$ cat src/rtl/uart_word_tx.sv
// Word-level 8N1 UART transmitter: each accepted word goes out as WORD_BYTES frames, byte 0 first.
// Define UART_TX_PARITY_EN to insert an even-parity bit after each data byte (11-bit frames).
//
// state  | meaning
// IDLE   | line high, s_ready asserted, waiting for a word
// START  | start bit (low) for one bit period
// DATA   | 8 data bits, LSB first, one bit period each
// PARITY | even parity of the data byte (UART_TX_PARITY_EN only)
// STOP   | stop bit (high), then next byte's START or IDLE
module uart_word_tx #(
    parameter int WORD_BYTES = 4,
    parameter int PRESCALE_W = 16
) (
    input  logic                    clk,
    input  logic                    reset_l,
    input  logic [8*WORD_BYTES-1:0] s_data,
    input  logic                    s_valid,
    output logic                    s_ready,
    input  logic [PRESCALE_W-1:0]   prescale,
    output logic                    tx,
    output logic                    busy
);

    // prescale*8 needs three bits more than prescale itself
    localparam int TIMER_W = PRESCALE_W + 3;
    localparam int BYTE_W  = (WORD_BYTES > 1) ? $clog2(WORD_BYTES) : 1;
    localparam logic [BYTE_W-1:0] LAST_BYTE = BYTE_W'(WORD_BYTES - 1);

`ifdef UART_TX_PARITY_EN
    typedef enum logic [2:0] {IDLE, START, DATA, PARITY, STOP} state_t;
`else
    typedef enum logic [1:0] {IDLE, START, DATA, STOP} state_t;
`endif

    state_t                  state;
    logic [8*WORD_BYTES-1:0] wordQ;
    logic [PRESCALE_W-1:0]   prescaleQ;
    logic [TIMER_W-1:0]      bitTimer;
    logic [TIMER_W-1:0]      bitLast;
    logic [2:0]              bitCnt;
    logic [BYTE_W-1:0]       byteCnt;
    logic [7:0]              curByte;
    logic                    bitEnd;

    assign curByte = wordQ[7:0];
    assign bitLast = {prescaleQ, 3'b000} - TIMER_W'(1);
    assign bitEnd  = (bitTimer == bitLast);

    always_ff @(posedge clk) begin
        if (!reset_l) begin
            state     <= IDLE;
            tx        <= 1'b1;
            busy      <= 1'b0;
            s_ready   <= 1'b0;
            bitTimer  <= '0;
            bitCnt    <= '0;
            byteCnt   <= '0;
            wordQ     <= '0;
            prescaleQ <= '0;
        end else begin
            bitTimer <= bitEnd ? '0 : bitTimer + TIMER_W'(1);
            case (state)
                IDLE: begin
                    bitTimer <= '0;
                    if (s_valid && s_ready) begin
                        wordQ     <= s_data;
                        prescaleQ <= (prescale == '0) ? PRESCALE_W'(1) : prescale;
                        state     <= START;
                        tx        <= 1'b0;
                        busy      <= 1'b1;
                        s_ready   <= 1'b0;
                        bitCnt    <= '0;
                        byteCnt   <= '0;
                    end else begin
                        tx      <= 1'b1;
                        busy    <= 1'b0;
                        s_ready <= 1'b1;
                    end
                end
                START: begin
                    if (bitEnd) begin
                        state  <= DATA;
                        tx     <= curByte[0];
                        bitCnt <= '0;
                    end
                end
                DATA: begin
                    if (bitEnd) begin
                        if (bitCnt == 3'd7) begin
`ifdef UART_TX_PARITY_EN
                            state <= PARITY;
                            tx    <= ^curByte;
`else
                            state <= STOP;
                            tx    <= 1'b1;
`endif
                        end else begin
                            bitCnt <= bitCnt + 3'd1;
                            tx     <= curByte[bitCnt + 3'd1];
                        end
                    end
                end
`ifdef UART_TX_PARITY_EN
                PARITY: begin
                    if (bitEnd) begin
                        state <= STOP;
                        tx    <= 1'b1;
                    end
                end
`endif
                STOP: begin
                    if (bitEnd) begin
                        // last stop bit ends straight into IDLE so a held word is taken next cycle
                        if (byteCnt == LAST_BYTE) begin
                            state   <= IDLE;
                            tx      <= 1'b1;
                            busy    <= 1'b0;
                            s_ready <= 1'b1;
                        end else begin
                            state   <= START;
                            tx      <= 1'b0;
                            byteCnt <= byteCnt + BYTE_W'(1);
                            bitCnt  <= '0;
                            wordQ   <= wordQ >> 8;
                        end
                    end
                end
                default: begin
                    state   <= IDLE;
                    tx      <= 1'b1;
                    busy    <= 1'b0;
                    s_ready <= 1'b0;
                end
            endcase
        end
    end

endmodule
$ cat config.mk
export PLATFORM = sky130hd
export DESIGN_NAME = uart_word_tx
export DESIGN_NICKNAME = d
export VERILOG_FILES = /design/src/rtl/uart_word_tx.sv
export SDC_FILE = /design/constraint.sdc
export NUM_CORES = 1
export LEC_CHECK = 0
export CORE_MARGIN = 4
export CORE_UTILIZATION = 51
export DETAILED_ROUTE_END_ITERATION = 8
export PLACE_DENSITY = 0.78
export SLEW_MARGIN = 20
export SYNTH_ARGS = -nofsm -noshare
export SYNTH_HDL_FRONTEND = slang
export SYNTH_SLANG_ARGS = --single-unit
$ cat constraint.sdc
create_clock -name clk -period 3.26 [get_ports clk]
set_input_delay 0.978 -clock clk [delete_from_list [all_inputs] [get_ports clk]]
set_output_delay 0.978 -clock clk [all_outputs]
set_load 0.01 [all_outputs]
### Yosys cells after proc, flatten, opt, wreduce, memory -nomap -nowiden

Cells that the tools add are included.
Widths: inputs -> output; s select.

* shifts and indexed selects: 0
* muxes and demuxes: 39
* div/mod/pow operators: 0
* magnitude comparators: 1
* multipliers: 0
* bitwise gates (word level): 1
* reduce and logical (&&, ||, !) cells: 11
* equality and inequality tests: 14
* add/sub/neg operators: 4

Operator list (number)
* $mux 32: 3
* $pmux 32 s2: 1
* $add 19x1->19 const B: 1
* $eq 19x19->1: 1
* $sub 19x1->19 const B: 1
* $mux 3: 6
* $logic_not 16->1: 1
* $mux 16: 1
* $mux 2: 8
* $ne 2x2->1 const B: 8
* $mux 1: 13
* $pmux 3 s4: 1
* $pmux 2 s4: 1
* $eq 2x2->1 const B: 3
* $reduce_and 3->1: 2
* $reduce_and 6->1: 1
* $reduce_and 5->1: 1
* $lt 3x4->1 const B: 1
* $pmux 1 s2: 2
* $pmux 1 s4: 1
* $pmux 2 s2: 1
* $reduce_and 4->1: 1
* $add 3x1->3 const B: 1
* $bmux 1 s3: 1
* 9 further kinds: 9

* register bits: 77
* RAM bits: 0
* memories kept: 0
* bits in latches: 0
* bits in read-only memories: 0
* input bits: 51

### Longest topological paths before layout

Gate-level depths: netlist of the first run.

* word-level depth: 6
* gate-level depth with buffers: 14
* mapped depth without buffers: 10

### Worst setup path before layout of the first run

No wires, ideal clock.

* path type: register to register
* from: register prescaleQ[0]
* to: register wordQ[29]
* path slack: 123 ps
* data required time: 3145 ps
* period minus slack after synthesis: 3137 ps
* setup time: 115 ps
* path buffers: 4
* arrival: 3022 ps
* stages on the path, launching flop included: 15
* path through: dfxtp_1 > buf_2 > inv_1 > ha_1 > buf_2 > or3b_2 > or4_1 > a31o_1 > o21a_1 > o21bai_4 > o31ai_4 > buf_6 > buf_2 > a21boi_0 > o21a_1

* word-level cells in the longest chain between the ends: 4

RTL lines
* start: declaration: line 37 `logic [PRESCALE_W-1:0] prescaleQ;`
* start signal: assignment: line 67 `prescaleQ <= (prescale == '0) ? PRESCALE_W'(1) : prescale;`
* $sub 19x1->19: line 46 `assign bitLast = {prescaleQ, 3'b000} - TIMER_W'(1);`
* $eq 19x19->1: line 47 `assign bitEnd = (bitTimer == bitLast);`
* $ne 2x2->1 (no line)
* $reduce_and 4->1 (no line)
* end signal: assignment: line 66 `wordQ <= s_data;`
* end signal: assignment: line 124 `wordQ <= wordQ >> 8;`
* end: declaration: line 36 `logic [8*WORD_BYTES-1:0] wordQ;`

No other way between the ends.
A chain may end at the register's enable or synchronous reset.

### Worst setup path after layout of the first run

* from: register prescaleQ[2]
* to: register wordQ[6]

Same word-level chain as after synthesis.

==> results of run 1 <==
## power groups by stage
stage | registers [mW] | logic (mW) | clock network (mW)
floorplan | 1.31 | 1.61 | 0
global placement | 1.35 | 2.07 | 0
detailed placement | 1.36 | 2.12 | 0
CTS | 1.34 | 2.13 | 0.800
global route | 1.37 | 2.48 | 0.838
finish | 1.35 | 2.25 | 0.784
## routing by layer
layer | part of all wire | track usage | vias to the layer above
met5 | 0 | 0 | -
met4 | 0.011 | 0.0539 | 0
met3 | 0.056 | 0.0526 | 14
met2 | 0.48 | 0.358 | 116
met1 | 0.45 | 0.304 | 1892
li1 | - | - | 1937
## placed cells by master, fill, tap and decap left out, types with 6 or more instances in the layout
cell type,Yosys,routed
dfxtp_1,77,76
nand2_1,60,60
clkdlybuf4s50_1,0,53
a21oi_1,50,49
nor2_1,38,38
mux2i_1,28,28
a311oi_1,23,22
xor2_1,19,19
xnor2_1,17,17
nand3_1,13,13
buf_4,0,13
inv_1,11,11
a21boi_0,9,9
o21a_1,9,9
and3_1,9,9
clkbuf_8,0,9
nand4_1,8,8
ha_1,9,8
or3_1,7,7
o21ai_0,6,6
## cell type report
| type | instances | share of cell area |
|---|---|---|
| Timing Repair Buffer | 72 | 0.140 |
| Clock inverter | 7 | 0.0163 |
| Clock buffer | 9 | 0.0233 |
| Tap cell | 105 | 0.0248 |
| Multi-Input combinational cell | 381 | 0.496 |
| Sequential cell | 77 | 0.291 |
| Inverter | 12 | 0.00849 |
## worst paths after layout
kind                                           startpoint                      to  slack, ns  cells after the start
worst max-delay path            prescaleQ[2]$_SDFFE_PN0P_   wordQ[6]$_SDFFE_PN0P_       0.04                      9
worst min-delay path               bitTimer[0]$_SDFF_PP0_  bitTimer[0]$_SDFF_PP0_       0.46                      1
worst max register to register  prescaleQ[2]$_SDFFE_PN0P_   wordQ[6]$_SDFFE_PN0P_       0.04                      9
worst min register to register     bitTimer[0]$_SDFF_PP0_  bitTimer[0]$_SDFF_PP0_       0.46                      1
## cell usage after synthesis, drive strengths merged (3+ instances only)
cell	count	area share
nand3	13	0.015
o21bai	4	0.0094
mux2i	28	0.064
ha	9	0.026
a31o	3	0.0060
or3b	3	0.0060
or2	4	0.0057
a211oi	3	0.0051
or4	5	0.011
nor2	38	0.032
dfxtp	77	0.35
inv	12	0.010
o21ai	7	0.0080
a21boi	9	0.015
nor4	9	0.022
a31oi	3	0.0043
or3	7	0.010
nor2b	3	0.0043
and3	9	0.013
a21oi	50	0.057
a311oi	25	0.053
and2	3	0.0043
xnor2	17	0.034
buf	16	0.024
nand2	60	0.051
nand4	8	0.011
xor2	19	0.038
nor3	4	0.0057
a221oi	3	0.0074
clkbuf	26	0.022
o31ai	5	0.012
o21a	9	0.015
## repair_timing
item / 4_1_cts / 5_1_grt
hold buffers: 0 / 0
endpoints found under the setup margin: 0 / 12
resized for setup: 0 / 4
endpoints found under the hold margin: 0 / 0
setup buffers: 0 / 1
## through the flow
| step | power [mW] | area [um2] | hold slack [ns] | instances |
|---|---|---|---|---|
| final | 4.38 | 5310 | 0.463 | 663 |
| after global routing | 4.69 | 5310 | 0.507 | 663 |
| after CTS | 4.27 | 5260 | 0.472 | 661 |
| after detailed placement | 3.48 | 5050 | 0.454 | 645 |
| after global placement | 3.42 | 5050 | 0.430 | 645 |
| after floorplan | 2.92 | 4400 | 0.418 | 512 |
## sequential cells by signal, summed over array words and instances, names as in the netlist
signal     flops
bitTimer      19
busy           1
state          2
tx             1
s_ready        1
prescaleQ     16
bitCnt         3
byteCnt        2
wordQ         32
## critical path, stage by stage (launching register included)
cell and delay (ns):
dfxtp_1 0.42, or3_1 0.56, or4_1 0.51, a31o_1 0.22
o21a_1 0.21, o21bai_4 0.20, o31ai_4 0.31, buf_12 0.21
a21oi_1 0.12, a311oi_2 0.34
## logic make-up (layout without fill, tap and decap cells)
group | Yosys count | after routing | share of synthesized area
adder cells (fa/ha/maj) | 9 | 9 | 0.0256
AND/OR/NAND/NOR | 172 | 172 | 0.203
multiplexers | 31 | 31 | 0.0765
flip-flops | 77 | 77 | 0.350
AO/OA/AOI/OAI | 133 | 133 | 0.216
buffers and inverters | 54 | 100 | 0.0560
XOR/XNOR | 36 | 36 | 0.0717
==> summary.txt, run 1 <==
fillcell total: 688
clock network fraction of design power: 0.179
Comb pwr share: 0.514
Initial Util: 0.530
total core area: 8300 um2
H-tree depth: 3
Critical Path AT: 3.47 ns
final WL: 11,200 um
clk buf depth: 2
Layout area overhead: 20.7%
IO Pins: 54
Power Dens Cells: 826 nW/um2
Slew headroom: 0.525
share of power burned in registers: 0.307
peak supply drop: 534 uV
Synth cell types: 62
First-pass DRT Iterations: 5
Int Power: 2.55 mW
drt drc: 0
fin worst setup slack: 0.0422 ns
maxcap violations: 0
crit path kind: register to register
root buf cell: clkbuf_8
synth warn: 0
pre-CTS WS: 0.0732 ns
setup_tns: 0 ns
diode count: 0
Async S/R FF share, synth: 0
Synth Instances: 512
fin. max-slew vios: 0
Die Height: 101 um
Worst-Margin Slew: 0.710 ns
final setup violation count: 0
total track usage: 0.223
Mapped Avg Cell Area: 8.59 um2
via count: 3,959
share of cells above drive strength 1: 0.120
number of flops mapped to enable cells by yosys: 0
sequential area share after synthesis: 0.350
first-pass GRT wire length: 18,100 um
vias in the first global route: 3,752
Peak Freq: 0.311 GHz
HPWL Detailed: 7960 um
pin count of the biggest net entering global routing: 57
status: completed
post-DR wirelength/cell: 16.9 um
Fin. Hold Viols: 0
fin util: 0.639
startpoint types: register
Critical Path End Type: register
Skew-Pair Late Insertion Delay: 0.37 ns
synthesized area: 4400 um2
Sw Share: 0.418
Routed Antenna Nets: 0
Final Skew: 0.0162 ns
Worst Hold Class: register to register
CP required: 3.52 ns
post-synthesis net count: 572
Final nets: 613
area occupied by multi-input gates: 2630 um2
clock sinks: 77
TritonCTS buffer count: 9
Final Wtd Congestion: 0.952
Tmin final: 3.22 ns
initial drt markers: 225
initial antenna violation count: 0
FP Rows: 33
crit-path max FO: 28
TritonCTS clock tree: yes
IO buf count: 53
post-route clock period utilization: 0.987
P_sw: 1.83 mW
prevailing post-synth register cell: dfxtp_1
Die W: 101 um
Static Leak: 1.85 nW
Clock transition at path regs: 0.10 ns
Storage cell area: 1540 um2
drt via density: 5.97
total gr overflow: 0
Yosys reg bits: 77
die area: 10,200 um2
Note: power is estimated with default switching activity, not from simulation.
==> inputs of run 2 (changes only) <==
--- a/config.mk
+++ b/config.mk
@@ -5,10 +5,12 @@
 export SDC_FILE = /design/constraint.sdc
 export NUM_CORES = 1
 export LEC_CHECK = 0
+export ABC_AREA = 1
 export CORE_MARGIN = 4
-export CORE_UTILIZATION = 51
+export CORE_UTILIZATION = 50
 export DETAILED_ROUTE_END_ITERATION = 8
-export PLACE_DENSITY = 0.78
+export GPL_TIMING_DRIVEN = 0
+export PLACE_DENSITY = 0.77
 export SLEW_MARGIN = 20
 export SYNTH_ARGS = -nofsm -noshare
 export SYNTH_HDL_FRONTEND = slang
==> run 2 against run 1 <==
Against the previous run:
- worst hold slack worse by 0.013 ns
- die area decreased by 1.7%
- sequential power is essentially flat
- combinational power down 6%
- design area decreased by 4.6%
- first-iteration DRC count up 38%
- largest power group unchanged
- highest routed layer unchanged
==> summary.txt, run 2 <==
drt via density: 5.24
Synth cell types: 34
commonest non-fill, non-tap cell in the layout: nand2_1
crit-path max FO: 10
Final nets: 778
most frequent cells in the layout: nand2_1 (182), nor2_1 (114), dfxtp_1 (77), inv_1 (69), clkdlybuf4s50_1 (53)
IO Pins: 54
vias in the first global route: 3,945
layer with the highest usage: met2
sequential area share after synthesis: 0.364
largest cells by area after synthesis: dfxtp_1 (36%), nand2_1 (16%), nor2_1 (10%), inv_1 (6.1%), a21oi_1 (3.9%)
top-count cell post-synth: nand2_1
share of power burned in registers: 0.324
met2 usage: 0.346
Worst path max stage delay: 0.40 ns
total track usage: 0.217
met3 Usage GRT: 0.0292
peak supply drop: 362 uV
Skew-Pair Late Insertion Delay: 0.34 ns
Biggest register: wordQ
TritonCTS clock tree: yes
Fin. Hold Viols: 0
Worst path most repeated cell: nand3_1
root buf cell: clkbuf_8
Crit path max-delay family: simple AND/OR/NAND/NOR gates
Largest register FFs: 32
share of cells above drive strength 1: 0.0498
Critical Path AT: 2.94 ns
Buf/Inv on CP: 2
Die Height: 100 um
Initial Util: 0.515
diode count: 0
die area: 10,000 um2
TritonCTS buffer count: 9
Tmin final: 2.71 ns
Critical Path End Type: register
startpoint types: register
fin worst setup slack: 0.555 ns
H-tree depth: 3
Worst-Margin Slew: 0.625 ns
via count: 4,338
First-pass DRT Iterations: 5
IO buf count: 53
crit path kind: register to register
number of flops mapped to enable cells by yosys: 0
setup_tns: 0 ns
Resize count post-CTS: 0
CP max stage cell: nand3_1
prevailing post-synth register cell: dfxtp_1
initial antenna violation count: 0
hold bufs inserted after CTS: 0
post-synthesis net count: 714
CP required: 3.49 ns
final WL: 10,800 um
P_sw: 1.84 mW
synthesized area: 4230 um2
HPWL Detailed: 8120 um
Comb pwr share: 0.518
Slew headroom: 0.582
post-synth top area share: 0.364
total gr overflow: 0
Setup Buffers After CTS: 0
total core area: 8220 um2
Post-synth top cells: nand2_1 (182), nor2_1 (114), dfxtp_1 (77)
first-pass GRT wire length: 17,700 um
pre-CTS WS: 0.407 ns
Layout area overhead: 19.6%
post-route clock period utilization: 0.830
Power Dens Cells: 806 nW/um2
pin count of the biggest net entering global routing: 14
Async S/R FF share, synth: 0
clock sinks: 77
final setup violation count: 0
most area-hungry cell type in the Yosys netlist: dfxtp_1
drt drc: 0
Routed Antenna Nets: 0
status: completed
Static Leak: 2.23 nW
Yosys reg bits: 77
fillcell total: 780
Sw Share: 0.452
Final Wtd Congestion: 0.923
RSZ-0062 raised after global routing: false
GR Util met1: 0.303
clock network fraction of design power: 0.157
Clock transition at path regs: 0.08 ns
Peak Freq: 0.370 GHz
biggest regs: wordQ: 32 flops, bitTimer: 19 flops, prescaleQ: 16 flops
Synth Instances: 654
initial drt markers: 310
Die W: 100 um
Mapped Avg Cell Area: 6.47 um2
FP Rows: 33
post-DR wirelength/cell: 13.0 um
synth warn: 0
fin. max-slew vios: 0
maxcap violations: 0
Cell Chain, Critical Path: inv_1 -> ha_1 -> nand2_1 -> nor2_2 -> nand3_1 -> xor2_1 -> a21oi_1 -> nand3_2 -> nand3_1 -> buf_2 -> nor2_1
clk buf depth: 2
Worst Hold Class: register to register
Final Skew: 0.0108 ns
Int Power: 2.24 mW
## run 2: power by group through the flow
| stage | combinational (mW) | clock [mW] | sequential [mW] |
|---|---|---|---|
| after floorplan | 1.60 | 0 | 1.31 |
| after global placement | 2.03 | 0 | 1.33 |
| after detailed placement | 2.09 | 0 | 1.34 |
| after CTS | 2.10 | 0.655 | 1.32 |
| after global routing | 2.40 | 0.694 | 1.35 |
| final | 2.12 | 0.642 | 1.32 |
## run 2: metal layers
metal / share of wire / vias to the layer above
met4: 0.016 / 0
met1: 0.47 / 1969
met2: 0.45 / 140
met3: 0.062 / 15
met5: 0 / -
li1: - / 2214
## run 2: metrics by stage
stage          utilization  cells  power, mW  instance area, um2  hold WS (ns)
2_1_floorplan            -    654       2.91                4230         0.418
3_3_place_gp         0.596    812       3.36                4890         0.425
3_5_place_dp         0.596    812       3.43                4890         0.436
4_1_cts              0.616    828       4.07                5060         0.455
5_1_grt              0.616    828       4.45                5060         0.489
6_report             0.616    828       4.08                5060         0.450
## run 2: area by class of cell
cell class | count | area (um2) | share of cell area
buffer | 25 | 130 | 0.0257
timing repair buffer | 53 | 531 | 0.105
multi-input combinational | 482 | 2300 | 0.454
inverter | 70 | 263 | 0.0519
clock inverter | 6 | 40.0 | 0.00791
clock buffer | 10 | 128 | 0.0252
sequential | 77 | 1540 | 0.304
tap | 105 | 131 | 0.0260
## run 2: worst paths after layout
kind	cells after the start	start	endpoint	slack [ns]
max	11	prescaleQ[0]$_SDFFE_PN0P_	bitTimer[17]$_SDFF_PP0_	0.55
min	1	bitTimer[0]$_SDFF_PP0_	bitTimer[0]$_SDFF_PP0_	0.45
max reg2reg	11	prescaleQ[0]$_SDFFE_PN0P_	bitTimer[17]$_SDFF_PP0_	0.55
min reg2reg	1	bitTimer[0]$_SDFF_PP0_	bitTimer[0]$_SDFF_PP0_	0.45
## run 2: cell families after synthesis
group,count (synthesis),synth area share
simple gates,377,0.378
fa+ha+maj,9,0.0266
buf+inv,95,0.0928
flops,77,0.364
compound gates,82,0.110
xor+xnor,14,0.0290
## run 2: worst reg2reg max path: stages, from the launching register on
cell	delay, ns
dfxtp_1	0.34
inv_1	0.15
ha_1	0.30
nand2_1	0.17
nor2_2	0.21
nand3_1	0.12
xor2_1	0.16
a21oi_1	0.19
nand3_2	0.19
nand3_1	0.40
buf_2	0.31
nor2_1	0.07
